### config.mk
export PLATFORM = sky130hd
export DESIGN_NAME = pos_sensor_filter
export DESIGN_NICKNAME = d
export VERILOG_FILES = /design/src/rtl/pos_sensor_filter.sv
export SDC_FILE = /design/constraint.sdc
export NUM_CORES = 1
export LEC_CHECK = 0
export CORE_MARGIN = 2
export CORE_UTILIZATION = 25
export DETAILED_ROUTE_END_ITERATION = 10
export GPL_ROUTABILITY_DRIVEN = 0
export HOLD_SLACK_MARGIN = 0.02
export SLEW_MARGIN = 20
export SYNTH_ARGS = -nofsm -noshare
export SYNTH_HDL_FRONTEND = slang
export SYNTH_SLANG_ARGS = --single-unit
### constraint.sdc
create_clock -name i_clk -period 1.65 [get_ports i_clk]
set_input_delay 0.165 -clock i_clk [delete_from_list [all_inputs] [get_ports i_clk]]
set_output_delay 0.165 -clock i_clk [all_outputs]
set_load 0.05 [all_outputs]
### src/rtl/pos_sensor_filter.sv
// Sensor conditioning ahead of Top: synchronizes detect/pos, qualifies them with a stability
// window, and reports a clean level, a latched position, a hit pulse and a glitch count.
module pos_sensor_filter #(
  parameter int unsigned STABLE_CYCLES = 250000,
  parameter int unsigned POS_W         = 3
) (
  input  logic             i_clk,
  input  logic             i_rst,
  input  logic             i_detect,
  input  logic [POS_W-1:0] i_pos,
  input  logic             i_clr,
  output logic             o_detect,
  output logic [POS_W-1:0] o_pos,
  output logic             o_hit,
  output logic             o_busy,
  output logic [7:0]       o_glitch_cnt
);

  localparam int unsigned CntW = $clog2(STABLE_CYCLES + 1);
  localparam logic [CntW-1:0] CntLast = CntW'(STABLE_CYCLES - 1);
  localparam logic [CntW-1:0] CntOne  = CntW'(1);

  typedef enum logic [1:0] {StIdle, StQual, StLocked, StRelease} state_e;

  state_e             state_q, state_d;
  logic [CntW-1:0]    cnt_q, cnt_d;
  logic [POS_W-1:0]   ref_pos_q, ref_pos_d;
  logic               det_q, det_d;
  logic [POS_W-1:0]   pos_q, pos_d;
  logic               hit_q, hit_d;
  logic [7:0]         glitch_q, glitch_d;

  logic               det_meta, det_sync;
  logic [POS_W-1:0]   pos_meta, pos_sync;

  // Two-flop synchronizers; deliberately untouched by i_clr.
  always_ff @(posedge i_clk or posedge i_rst) begin
    if (i_rst) begin
      det_meta <= 1'b0;
      det_sync <= 1'b0;
      pos_meta <= '0;
      pos_sync <= '0;
    end else begin
      det_meta <= i_detect;
      det_sync <= det_meta;
      pos_meta <= i_pos;
      pos_sync <= pos_meta;
    end
  end

  always_ff @(posedge i_clk or posedge i_rst) begin
    if (i_rst) begin
      state_q   <= StIdle;
      cnt_q     <= '0;
      ref_pos_q <= '0;
      det_q     <= 1'b0;
      pos_q     <= '0;
      hit_q     <= 1'b0;
      glitch_q  <= '0;
    end else begin
      state_q   <= state_d;
      cnt_q     <= cnt_d;
      ref_pos_q <= ref_pos_d;
      det_q     <= det_d;
      pos_q     <= pos_d;
      hit_q     <= hit_d;
      glitch_q  <= glitch_d;
    end
  end

  always_comb begin
    state_d   = state_q;
    cnt_d     = cnt_q;
    ref_pos_d = ref_pos_q;
    det_d     = det_q;
    pos_d     = pos_q;
    hit_d     = 1'b0;
    glitch_d  = glitch_q;
    if (i_clr) begin
      state_d  = StIdle;
      cnt_d    = '0;
      det_d    = 1'b0;
      pos_d    = '0;
      glitch_d = '0;
    end else begin
      unique case (state_q)
        StIdle: begin
          if (det_sync) begin
            state_d   = StQual;
            cnt_d     = CntOne;
            ref_pos_d = pos_sync;
          end
        end
        StQual: begin
          // A detect drop outranks a simultaneous position change.
          if (!det_sync) begin
            state_d = StIdle;
            if (glitch_q != 8'hff) glitch_d = glitch_q + 8'd1;
          end else if (pos_sync != ref_pos_q) begin
            cnt_d     = CntOne;
            ref_pos_d = pos_sync;
          end else if (cnt_q == CntLast) begin
            state_d = StLocked;
            pos_d   = ref_pos_q;
            det_d   = 1'b1;
            hit_d   = 1'b1;
          end else begin
            cnt_d = cnt_q + CntOne;
          end
        end
        StLocked: begin
          if (!det_sync) begin
            state_d = StRelease;
            cnt_d   = CntOne;
          end
        end
        StRelease: begin
          if (det_sync) begin
            state_d = StLocked;
          end else if (cnt_q == CntLast) begin
            state_d = StIdle;
            det_d   = 1'b0;
          end else begin
            cnt_d = cnt_q + CntOne;
          end
        end
        default: state_d = StIdle;
      endcase
    end
  end

  assign o_detect     = det_q;
  assign o_pos        = pos_q;
  assign o_hit        = hit_q;
  assign o_busy       = (state_q == StQual) || (state_q == StRelease);
  assign o_glitch_cnt = glitch_q;

endmodule

Word level (Yosys, flattened, before mapping)
Index checks and enable logic that the tools add are counted.

storage, ports and cells
  flip-flop bits (word level) = 44
  input port bits = 7

cells by class
  bitwise logic cells = 1
  reductions and logical operators = 14
  equal/unequal tests = 21
  mux-type cells = 42
  add/subtract/negate cells = 2

operators with widths
  operator                 count
  $mux W18                 7
  $pmux W18 S4             1
  $mux W8                  4
  $mux W3                  8
  $ne A3 B3 Y1 const B     7
  $add A18 B1 Y18 const B  1
  $eq A18 B18 Y1 const B   1
  $mux W2                  8
  $ne A4 B4 Y1 const B     3
  $mux W1                  11
  $ne A2 B2 Y1 const B     5
  $reduce_and A5 Y1        2
  $reduce_bool A2 Y1       5
  $add A8 B1 Y8 const B    1
  $ne A8 B8 Y1 const B     1
  $pmux W2 S4              1
  $reduce_and A4 Y1        2
  $pmux W3 S2              1
  $reduce_and A6 Y1        1
  $eq A2 B2 Y1 const B     2
  $ne A3 B3 Y1             1
  $reduce_and A3 Y1        1
  $reduce_bool A3 Y1       1
  $eq A2 B1 Y1 const B     1
  4 further kinds          4

Longest topological paths before layout
Gate-level depths: netlist of run 1.

  depth after elaboration = 6
  depth in mapped cells = 6
  mapped depth without buffers = 6

Least setup slack after synthesis of run 1
Ideal clock, no wire load.

  path kind = reg2reg
  start point = register glitch_q[0], in the netlist o_glitch_cnt[0]
  end point = register glitch_q[5], in the netlist o_glitch_cnt[5]
  data arrival time = 1.847 ns
  library setup time = 0.119 ns
  required time = 1.531 ns
  path slack = -0.316 ns
  cell stages (with the launch flop) = 7
  path buffers = 0
  cells stage by stage = dfrtp_1 -> ha_1 -> nand3_1 -> o211a_1 -> o2111ai_2 -> nor3_1 -> o21a_1

on the way
  longest elaborated chain between the ends = 5
  elaborated cells on any way between the ends = 8
  classes of those cells = add/sub (1); eq/ne (1); mux (4); reduce/logical (2)

RTL lines
  item                    line  text
  from (decl)             31    logic [7:0] glitch_q, glitch_d;
  from (signal assigned)  67    glitch_q <= glitch_d;
  $add A8 B1 Y8           98    if (glitch_q != 8'hff) glitch_d = glitch_q + 8'd1;
  $mux W8                 98
  $mux W8                 96    if (!det_sync) begin
  $mux W8                 86    unique case (state_q)
  $mux W8                 79    if (i_clr) begin

Parallel ways exist; a longest one is shown, timed or not. The select of a mux whose other input is x is not followed.
A chain may end at the register's enable or synchronous reset.

Final worst setup path of run 1
  start point = register cnt_q[11]
  end point = register cnt_q[15]

on the way
  longest elaborated chain between the ends = 6
  elaborated cells on any way between the ends = 8
  classes of those cells = add/sub (1); eq/ne (1); mux (6)

RTL lines
  item                                               line      text
  from (decl)                                        26        logic [CntW-1:0] cnt_q, cnt_d;
  from (signal assigned)                             62        cnt_q <= cnt_d;
  $add A18 B1 Y18 or $eq A18 B18 Y1 (tied branches)  --
  $mux W18 (*)                                       102, 120
  $mux W18                                           99        end else if (pos_sync != ref_pos_q) begin
  $mux W18                                           96
  $pmux W18 S4 (*)                                   86
  $mux W18 (*)                                       79

Every way passes the cells marked *; elsewhere a longest branch is shown, timed or not. The select of a mux whose other input is x is not followed.

==> results.txt, run 1 <==
row count - 33
HPWL after DPL - 3650 µm
CTS tree - built
die height - 97.0 µm
share of layout cells above drive strength 1 - 0.445
Synth Area in XOR/XNOR - 0.0642
Rel. slew slack - 0.771
CTS H-tree lvls - 2
Critical Path Source - cnt_q[11]
sequential area share after synthesis - 0.509
core footprint - 0.00830 mm²
Initial Utilization - 0.261
Placed Cells - 365
synth warn - 0
vias in the first global route - 1735
Worst Setup End Kind - register
ant diodes - 0
Crit Path Max Fanout - 4
Post-CTS Hold Buffers - 0
mux contribution to synthesized area - 0.0341
CP required - 1830 ps
RSZ-0062 raised after global routing - true
Clock Path Buffers - 2
synth top area cells - dfrtp_1, nor2_1, xnor2_1
WS Path Type - register to register
DRC viols - 0
antenna-violating nets left - 0
share of the synthesized area in the top cell type - 0.509
die width - 97.0 µm
#FFs+latches synth - 44
nets - 291
largest stage delay on the critical path - 400 ps
syn_area_per_cell - 10.5 µm²
Synth async-reset ratio - 1.00
failing checks - negative setup slack
leakage - 1.34 nW
post-synth top area cell - dfrtp_1
most frequent cell on the critical path - buf_4
largest net degree at the start of global routing - 45
total grt overflow - 0
insertion delay to the later sink of the worst-skew pair - 300 ps
CTS Buf Count - 5
antenna violations before repair - 0
drt total wl - 5370 µm
PortBufs - 20
worst slew pin tran - 342 ps
r2r worst-path depth - 8
number of flops mapped to enable cells by yosys - 0
vias per cell - 4.87
Post-Synth Adder-Cell Area - 0.0116
status - finished, violations left
FF-to-FF Start - cnt_q[11]
via count - 1888
main combinational cell family by area after synthesis - simple AND/OR/NAND/NOR gates
synthesized cell area - 0.00216 mm²
total track usage - 0.109
Routed wire per std cell - 13.8 µm
drt initial violations - 68
Slew Viols, Final - 0
count of cell types in the netlist - 51
die area - 0.00941 mm²
maximum vdd drop - 0.278 mV
setup slack, reg-to-reg - -50 ps
Fin Clk Skew - 9.83 ps
final worst slack - -53.3 ps
Setup crit start kind - register
Peak Freq - 587 MHz
area post-placement - 0.00278 mm²
Area Overhead vs Synth - 45.1%
Hold Crit Class - input port to asynchronous set/reset pin
post-route insts no fill - 388
Clock Root Buffer - clkbuf_8
clk sinks - 44
crit-path cells - buf_6 -> nand4_1 -> buf_4 -> nor4_2 -> buf_4 -> a211oi_2 -> o21ai_1 -> o31ai_2
Max-Cap Viols - 0
Final setup viols - 2
clock period minus worst slack - 1700 ps
Compound-Gate Fraction of Synth Area - 0.139
Worst-path clk slew - 90 ps
prevailing post-synth register cell - dfrtp_1
Critical-path top delay cell - dfrtp_1
Final period util - 1.03
Synth Area in Simple Gates - 0.217
Post-Synthesis Cells - 207
worst flop-to-flop path endpoint - cnt_q[15]
# IOs - 21
first-pass GRT wire length - 8390 µm
Final Hold Fails - 0
syn nets - 216
crit path to - cnt_q[15]
drt first pass iters - 4
PD cells - 678 mW/mm²
WP data arrival - 1880 ps
Final Cell Area - 0.00314 mm²
==> per-layer routing <==
metal	global-route usage	share of wire	vias to the layer above
li1	-	-	899
met1	0.145	0.46	945
met2	0.175	0.49	35
met3	0.0275	0.040	9
met4	0.0347	0.0093	0
met5	0	0	-
==> area by class of cell <==
type,count,area [µm²]
Clock buffer,5,68.8
Clock inverter,3,18.8
Fill cell,806,5160
Inverter,8,30.0
Multi-Input combinational cell,150,1180
Sequential cell,44,1110
Tap cell,105,131
Timing Repair Buffer,73,591
==> sequential cells by signal (all words and copies together), names as in the netlist <==
signal	count
pos_meta	3
o_pos	3
o_hit	1
pos_sync	3
o_detect	1
state_q	2
det_sync	1
det_meta	1
ref_pos_q	3
o_glitch_cnt	8
cnt_q	18
==> cells by family after synthesis <==
kind of cell             Yosys count
AND/OR/NAND/NOR                   84
flip-flops                        44
AO/OA/AOI/OAI                     42
XOR/XNOR                          15
buffers and inverters             13
multiplexers                       7
adder cells (fa/ha/maj)            2
==> worst min-delay path by stage <==
stage	from	slack, ps	to
final	i_rst	200	cnt_q[11]
after global routing	i_rst	240	cnt_q[11]
after global placement	det_meta	330	det_sync
after detailed placement	pos_meta[2]	340	pos_sync[2]
after CTS	i_rst	220	cnt_q[16]
after floorplan	i_detect	200	det_meta
==> Yosys cell counts (6+ instances only) <==
master,number
o21ai_0,12
nand4_1,6
nand3_1,6
nor2_1,20
nand2_1,13
xnor2_1,8
a21oi_1,8
dfrtp_1,44
nor3_1,9
xor2_1,6
inv_1,8
==> layout by cell type, fill, tap and decap left out, drive strengths merged, types with 2 or more instances in the layout <==
cell,Yosys,routed
buf,2,67
dfrtp,44,44
nor2,22,22
nand2,13,13
o21ai,13,13
nor3,10,10
a21oi,8,8
inv,8,8
xnor2,8,8
nand4,7,7
xor2,7,7
clkdlybuf4s50,0,6
nand3,6,6
clkbuf,3,5
nor4,5,5
mux2i,4,4
o21a,4,4
and3,4,4
mux2,3,3
nor4b,3,3
or3,3,3
a211oi,3,3
o2111ai,3,3
clkinv,0,3
a31o,2,2
a31oi,2,2
nor3b,2,2
a41oi,2,2
or2,2,2
ha,2,2
==> worst max-delay path, delay by kind of cell (launching register included) <==
kind	cells	cell delay [ps]
AOI/OAI and AO/OA	3	320
buffers and inverters	3	480
DFF	1	400
and+or+nand+nor	2	370
==> stage by stage <==
step / worst slack (ps) / power [mW] / util / hold WS, ps / setup TNS [ps]
2_1_floorplan: -45.3 / 1.30 / - / 196 / -101
3_3_place_gp: -32.8 / 1.43 / 0.335 / 332 / -120
3_5_place_dp: -56.9 / 1.43 / 0.335 / 336 / -303
4_1_cts: -31.4 / 2.12 / 0.346 / 219 / -49.6
5_1_grt: -103 / 2.23 / 0.378 / 236 / -640
6_report: -53.3 / 2.13 / 0.378 / 202 / -67.2
==> power by group <==
| part | total (mW) | switching (mW) | internal, mW |
|---|---|---|---|
| Sequential | 1.14 | 0.0317 | 1.11 |
| Combinational | 0.306 | 0.156 | 0.150 |
| Clock | 0.681 | 0.386 | 0.296 |
| Total | 2.13 | 0.573 | 1.55 |
==> what timing repair did <==
item,CTS,global route
setup buffers,0,15
pin swaps,2,18
gates resized for setup,3,37
setup endpoints to repair,9,30
No activity file was read; power rests on OpenSTA's default activity.
==> run 2: changes to the inputs <==
ABC_AREA = 1   (was unset)
SETUP_SLACK_MARGIN = 0.2   (was unset)
clock period = 1.69 ns   (was 1.65 ns; I/O delays follow)
==> run 2 against run 1 <==
Effect of this change:
- the run now ends clean
- critical path type unchanged
- sequential share of layout area down 3.0 points
- clock skew decreased by 5.1 ps
- critical endpoint is now cnt_q[14]
- first-iteration DRC count rose by 19%
- core utilization shrank 2.9 points
- via count up 20%
==> results.txt, run 2 <==
RSZ-0062 raised after global routing - true
Worst-path clk slew - 90 ps
Routed wire per std cell - 11.1 µm
ant diodes - 0
area post-placement - 0.00297 mm²
setup slack, reg-to-reg - 80 ps
CTS tree - built
total track usage - 0.107
drt initial violations - 81
Synth async-reset ratio - 1.00
leakage - 1.62 nW
Synth top cells by count - nand2_1, dfrtp_1, nor2_1
first-pass GRT wire length - 9710 µm
CTS Buf Count - 5
synthesized cell area - 0.00251 mm²
Final Cell Area - 0.00341 mm²
via count - 2269
sequential area share after synthesis - 0.439
Max-Cap Viols - 0
leading cell types in the layout, fill and taps excluded - nand2_1, buf_4, dfrtp_1
largest stage delay on the critical path - 400 ps
Area Overhead vs Synth - 35.8%
number of flops mapped to enable cells by yosys - 0
synth top area cells - dfrtp_1, nand2_1, nand3_1
FF-to-FF Start - cnt_q[0]
PD cells - 903 mW/mm²
CP required - 1940 ps
status - completed
fillers - 1004
Final period util - 0.955
Clock Path Buffers - 2
Rel. slew slack - 0.672
die area - 0.0109 mm²
CP bufs+invs - 1
drt first pass iters - 4
Critical-path top delay cell - dfrtp_1
WP data arrival - 1860 ps
max reg flops - 18
Setup crit start kind - register
row count - 36
count of cell types in the netlist - 34
DRC viols - 0
share of the synthesized area in the top cell type - 0.439
maximum vdd drop - 0.601 mV
Slew Viols, Final - 0
worst slew pin tran - 494 ps
Crit Path Max Fanout - 6
#FFs+latches synth - 44
count leader, synth - nand2_1
Fin Clk Skew - 4.73 ps
syn nets - 336
clock period minus worst slack - 1610 ps
WS Path Type - register to register
commonest non-fill, non-tap cell in the layout - nand2_1
insertion delay to the later sink of the worst-skew pair - 300 ps
post-route insts no fill - 522
r2r worst-path depth - 10
largest net degree at the start of global routing - 45
Initial Utilization - 0.257
antenna-violating nets left - 0
Final Hold Fails - 0
delay-heaviest family, CP - simple AND/OR/NAND/NOR gates
total grt overflow - 0
synth warn - 0
nets - 397
syn_area_per_cell - 7.68 µm²
# IOs - 21
setup TNS - 0 ps
final core occ - 0.349
Placed Cells - 489
crit-path cells - ha_4 -> nand3_4 -> buf_6 -> nor2_4 -> nand2_2 -> nor2_4 -> nand2_2 -> o21bai_1 -> nand3_1 -> nand2_1
core footprint - 0.00977 mm²
worst flop-to-flop path endpoint - cnt_q[14]
vias per cell - 4.35
prevailing post-synth register cell - dfrtp_1
Hold Crit Class - input port to asynchronous set/reset pin
Post-Synthesis Cells - 327
die width - 104 µm
CTS H-tree lvls - 2
Final setup viols - 0
Peak Freq - 620 MHz
post-synth top area cell - dfrtp_1
clk sinks - 44
register with the most flip-flops - cnt_q
vias in the first global route - 2175
Worst Setup End Kind - register
HPWL after DPL - 3970 µm
antenna violations before repair - 0
PortBufs - 20
Clock Root Buffer - clkbuf_8
share of layout cells above drive strength 1 - 0.319
drt total wl - 5820 µm
die height - 104 µm
==> run 2: changes by cell type in the layout (fill, tap and decap cells not counted), sizes merged, moves of 5 or more <==
cell / previous run / this run
nand2: 13 / 97
inv: 8 / 42
nand3: 6 / 36
nor2: 22 / 44
nor4: 5 / 0
buf: 67 / 54
xnor2: 8 / 2
==> run 2: kinds of logic after synthesis <==
family          count (synthesis)  synth area share
buf+inv                        50            0.0843
flops                          44             0.439
fa+ha+maj                       2           0.00997
xor+xnor                        8            0.0309
simple gates                  194             0.368
compound gates                 29            0.0683
==> run 2: worst max-delay path by stage <==
stage	startpoint	to	slack [ps]	depth (start not counted)
after floorplan	o_glitch_cnt[1]	o_glitch_cnt[3]	130	10
after global placement	cnt_q[1]	o_pos[0]	40	8
after detailed placement	cnt_q[1]	o_pos[0]	-30	8
after CTS	cnt_q[1]	cnt_q[14]	90	10
after global routing	cnt_q[0]	cnt_q[14]	-30	10
final	cnt_q[0]	cnt_q[14]	80	10
==> run 2: cell type report <==
type	instances	area, µm²	share of cell area
timing repair buffer	62	507	0.149
tap	133	166	0.0488
inverter	42	158	0.0462
sequential	44	1110	0.326
clock inverter	2	15.0	0.00440
multi-input combinational	233	1370	0.402
clock buffer	6	82.6	0.0242
==> run 2: layer usage <==
| metal | vias to the layer above | wire length, µm | track usage |
|---|---|---|---|
| met1 | 1064 | 2640 | 0.133 |
| li1 | 1162 | - | - |
| met4 | 0 | 56 | 0.0280 |
| met3 | 8 | 186 | 0.0226 |
| met2 | 35 | 2930 | 0.188 |
| met5 | - | 0 | 0 |
==> run 2: repair_timing <==
| item | in CTS | in global routing |
|---|---|---|
| buffers inserted | 10 | 15 |
| endpoints found under the setup margin | 26 | 32 |
| gates cloned | 0 | 0 |
| pin swaps | 9 | 12 |
| hold buffers | 0 | 0 |
| resized for setup | 21 | 20 |
==> run 2: report_power, final <==
group / leakage [nW] / total, mW / switching, mW / internal [mW]
Combinational: 1.01 / 1.06 / 0.628 / 0.434
Clock: 0.0434 / 0.721 / 0.390 / 0.331
Sequential: 0.575 / 1.30 / 0.131 / 1.16
Total: 1.62 / 3.08 / 1.15 / 1.93
==> run 2: stage by stage <==
step	power (mW)	hold slack [ps]	setup slack (ps)
after CTS	2.97	231	91.4
after global routing	3.29	237	-34.5
after floorplan	1.91	200	128
after detailed placement	2.17	336	-27.2
after global placement	2.15	333	44.3
final	3.08	215	76.2
==> run 2: tightest hold or removal path, stage by stage <==
cell	delay, ps
clkdlybuf4s50_1	420
inv_2	70
buf_12	240
==> edit 1: new RTL, settings of run 1 <==
Register the output `o_glitch_cnt` once more, without a reset; this adds one clock of latency there. The other outputs are not delayed to match.
--- a/src/rtl/pos_sensor_filter.sv
+++ b/src/rtl/pos_sensor_filter.sv
@@ -134,5 +134,7 @@
   assign o_hit        = hit_q;
   assign o_busy       = (state_q == StQual) || (state_q == StRelease);
-  assign o_glitch_cnt = glitch_q;
+  always_ff @(posedge i_clk) begin
+    o_glitch_cnt <= glitch_q;
+  end
 
 endmodule
Check against the original RTL: not equivalent (Yosys sat finds a counterexample within 10 cycles, from zero or initial values and one cycle with i_rst high).
==> edit 1 against run 1 <==
  * The run still ends with setup timing left
  * Clock power increased by 33%
  * Critical path depth decreased by 4
  * Synthesized area increased by 18%
  * Sequential cell count increased by 8
  * Wire length increased by 15%
  * Total power increased by 22%
  * Design area increased by 15%
  * Setup slack got worse by 0.017 ns
  * Critical path type unchanged
==> edit 1: results (changes against run 1) <==
GR Util met2 19.7% (+2.2 points); Filler Cell Count 976 (+21%); metal3 WL 191 um (-11%); register fraction of the total cell area 34.9% (-0.57 points); Synth Net Count 245 (+13%); synth unique cells 55 (+7.8%); sequential share of power 51.3% (-2.3 points); switch share 25.7% (-1.3 points); R2R Path Start ref_pos_q[0]; Final non-clock buffer share 18.8% (-0.043 points); Non-clk bufs 82 (+12%); Clock-cell share 3.08% (+0.29 points); clkbuf count 6 (+1); Synth Area in Compound Gates 13.8% (-0.084 points); post-route worst setup slack -0.0705 ns (-0.0172 ns); Seq cells post-synth 52 (+18%); sequential area share after synthesis 49.3% (-1.6 points); ranking of synthesized cells by area dfrtp_1 43%, dfxtp_1 6.3%, nand2_1 2.9%; failing checks setup timing; CP max stage delay 0.48 ns (+0.08 ns); final worst clock skew 0.00726 ns (-0.00257 ns); initial drt markers 89 (+31%); metal2 WL 3180 um (+21%); r2r worst-path depth 4 (-4); GR Layer Usage met1 14.4% (-0.075 points); status finished with violations; gr usage total 11.4% (+0.48 points); WL/cell 13.9 um (+0.17%); setup bufs post-CTS 2 (+2); Setup Viol. Count Final 15 (+13); mux contribution to synthesized area 3.72% (+0.31 points); dpl hpwl 4300 um (+18%); Critical path destination cnt_q[12]; fraction of registers with async set/reset 84.6% (-15 points); multi-input gates 163 (+8.7%)
[edit 1: cell count changes after synthesis, sizes merged, moves of 5 or more]
cell           run 1  this run
o21ai             13         2
nor2              22        13
dfxtp              0         8
nand2             13        20
nor3              10         3
nand3              6        12
and4               1         6
clkbuf             3         8
o31ai              1         6
xnor2              8         3
[edit 1: cell families (layout without fill, tap and decap cells)]
kind of cell / Yosys count / after routing
muxes: 9 / 9
AOI/OAI and AO/OA: 44 / 44
and+or+nand+nor: 95 / 95
buffers and inverters: 21 / 97
adders and majority gates: 2 / 2
xor gates and xnor gates: 13 / 13
DFF: 52 / 52
[edit 1: stage by stage]
step	cell area [sq um]	hold WS (ns)	instances	setup slack [ns]	total power, mW
6_report	3620	0.207	445	-0.0705	2.60
5_1_grt	3620	0.244	445	-0.157	2.71
4_1_cts	3440	0.221	439	-0.0664	2.57
3_5_place_dp	3230	0.338	428	-0.150	1.65
3_3_place_gp	3230	0.334	428	-0.106	1.64
2_1_floorplan	2560	0.196	236	0.0384	1.51
==> edit 2: new RTL, flow settings as in run 1 <==
Made on the original files. Change the parameter `STABLE_CYCLES` from 250000 to 125000.
--- a/src/rtl/pos_sensor_filter.sv
+++ b/src/rtl/pos_sensor_filter.sv
@@ -2,5 +2,5 @@
 // window, and reports a clean level, a latched position, a hit pulse and a glitch count.
 module pos_sensor_filter #(
-  parameter int unsigned STABLE_CYCLES = 250000,
+  parameter int unsigned STABLE_CYCLES = 125000,
   parameter int unsigned POS_W         = 3
 ) (
Check against the original RTL: same outputs for any inputs over 10 cycles, from zero or initial values and one cycle with i_rst high; that may be too few to reach the edited logic, so the function may still have changed.
==> edit 2 against run 1 <==
  * Synthesized area is 6.1% higher
  * Setup slack better by 0.057 ns
  * Fmax is 3.5% higher
  * Wire length is 0.43% higher
  * Count of clock-buffer cells in the layout stayed put
  * Via count is 1.1% higher
  * Total power is 0.68% higher
  * Non-clock buffer count is 10 lower
  * Clock power is 0.9% higher
  * Sequential share of layout area is 0.41 points lower
  * Design area is 0.88% lower
  * Sequential cell count is 1 lower
  * Critical path depth is 2 lower
  * First-iteration DRC count is 26% higher
==> edit 2: results (changes against run 1) <==
status finished, final reports clean; Pre-Repair DR Iteration Count 4 (unchanged); R2R Path Start cnt_q[10]; final net count 299 (+2.7%); Max IR drop VDD 0.501 mV (+80%); R2R setup slack 0.004 ns (+0.06 ns); P_leak 1.32 nW (-1.4%); Commonest cells post-synth 43 x dfrtp_1, 27 x nor2_1, 16 x nand2_1; Crit-path slowest cell dfrtp_1; synth unique cells 55 (+7.8%); Clk Latency, worst-skew pair 0.30 ns (about the same); Primary FF master, synth dfrtp_1; final worst clock skew 0.00701 ns (-0.00282 ns); first-pass GRT wire length 9050 um (+7.9%); warnings from Yosys 0 (unchanged); WL/cell 13.5 um (-2.3%); CP max stage delay 0.39 ns; max reg flops 17 (-1); Rel. slew slack 76.9% (-0.24 points); sequential area share after synthesis 46.9% (-4.0 points); WP data arrival 1.83 ns (-0.05 ns); ranking of synthesized cells by area dfrtp_1 47%, nor2_1 4.4%, xnor2_1 3.8%; largest net degree at the start of global routing 44 (-2.2%); Worst-path clk slew 0.09 ns (about the same); layout cells sized above 1 39.9% (-4.7 points); R2R Path End o_pos[2]; pre-CTS setup slack -0.195 ns (-0.138 ns); placed cells 388 (+6.3%); Port Buffer Count 20 (unchanged); # diodes 0 (unchanged); final wirelength 5400 um (+0.43%); initial drt markers 86 (+26%); Synth Net Count 237 (+9.7%); crit path max fanout 4 (unchanged); gr usage total 11.2% (+0.29 points); CTS root buffer clkbuf_8; CTS buffer count 5 (unchanged); vias in the first global route 1917 (+10%); Avg Cell Area, Syn 10.1 sq um (-3.6%); DR vias/cell 4.78 (-1.7%); dpl hpwl 4000 um (+9.6%); H-tree Lvls 2 (unchanged); r2r worst-path depth 6 (-2); placed cell areas 2880 sq um (+3.8%)
==> edit 2: cell types whose count changed in the layout (fill, tap and decap cells not counted), moves of 5 or more <==
cell and change:
buf_4 -7, nand3_1 +6, nor2_1 +6, nor3_1 +5
==> edit 2: metrics by stage <==
step                      util (%)  TNS, ns  hold slack [ns]
after CTS                     34.0  -0.0764            0.233
after global routing          35.3   -0.535            0.263
after detailed placement      32.8    -1.55            0.336
final                         35.3        0            0.224
after floorplan                  -        0            0.196
after global placement        32.8    -1.07            0.332
==> edit 2: how the worst max path moves through the flow <==
stage                       from               to  slack [ns]  depth (start not counted)
finish                 cnt_q[10]         o_pos[2]       0.004                          6
CTS                  pos_sync[1]         o_pos[2]       -0.03                          6
detailed placement         i_clr  o_glitch_cnt[7]       -0.19                          8
global route        ref_pos_q[2]         o_pos[0]       -0.08                          6
global placement           i_clr  o_glitch_cnt[7]       -0.14                          8
floorplan               cnt_q[0]         o_pos[0]        0.02                          6
==> edit 2: cell type report <==
class	instances	area, sq um
clock inverter	3	20.0
tap	108	135
multi-input combinational	168	1250
sequential	43	1090
timing repair buffer	63	513
fill	885	5690
inverter	9	33.8
clock buffer	5	68.8
==> edit 2: layer usage <==
metal / GRT usage, % / vias to the layer above / share of wire, % / routed length (um)
met3: 2.23 / 11 / 3.5 / 190
met1: 14.9 / 923 / 46 / 2470
met2: 18.6 / 37 / 49 / 2650
met4: 3.16 / 0 / 1.7 / 93
met5: 0 / - / 0 / 0
li1: - / 938 / - / -
==> edit 2: what timing repair did <==
item | CTS | global route
buffers inserted | 0 | 3
pin swaps | 2 | 4
endpoints found under the setup margin | 9 | 20
gates cloned | 0 | 0
resized for setup | 6 | 22
==> edit 2: logic make-up (layout without fill, tap and decap cells) <==
family / after synthesis / after routing / share of synthesized area (%)
and+or+nand+nor: 107 / 107 / 29.2
AOI/OAI and AO/OA: 40 / 40 / 11.5
xor gates and xnor gates: 11 / 11 / 4.20
muxes: 8 / 8 / 3.71
DFF: 43 / 43 / 46.9
adders and majority gates: 2 / 2 / 1.09
buffers and inverters: 17 / 80 / 3.49
==> edit 2: power breakdown <==
part / switching [mW] / internal, mW
combinational: 0.183 / 0.153
sequential: 0.0286 / 1.09
clock: 0.391 / 0.295
total: 0.603 / 1.54
==> edit 2: critical path: cells and delay by family (launching register included) <==
kind	cells	cell delay [ns]
buffers and inverters	1	0.19
and+or+nand+nor	4	0.76
muxes	1	0.19
DFF	1	0.39
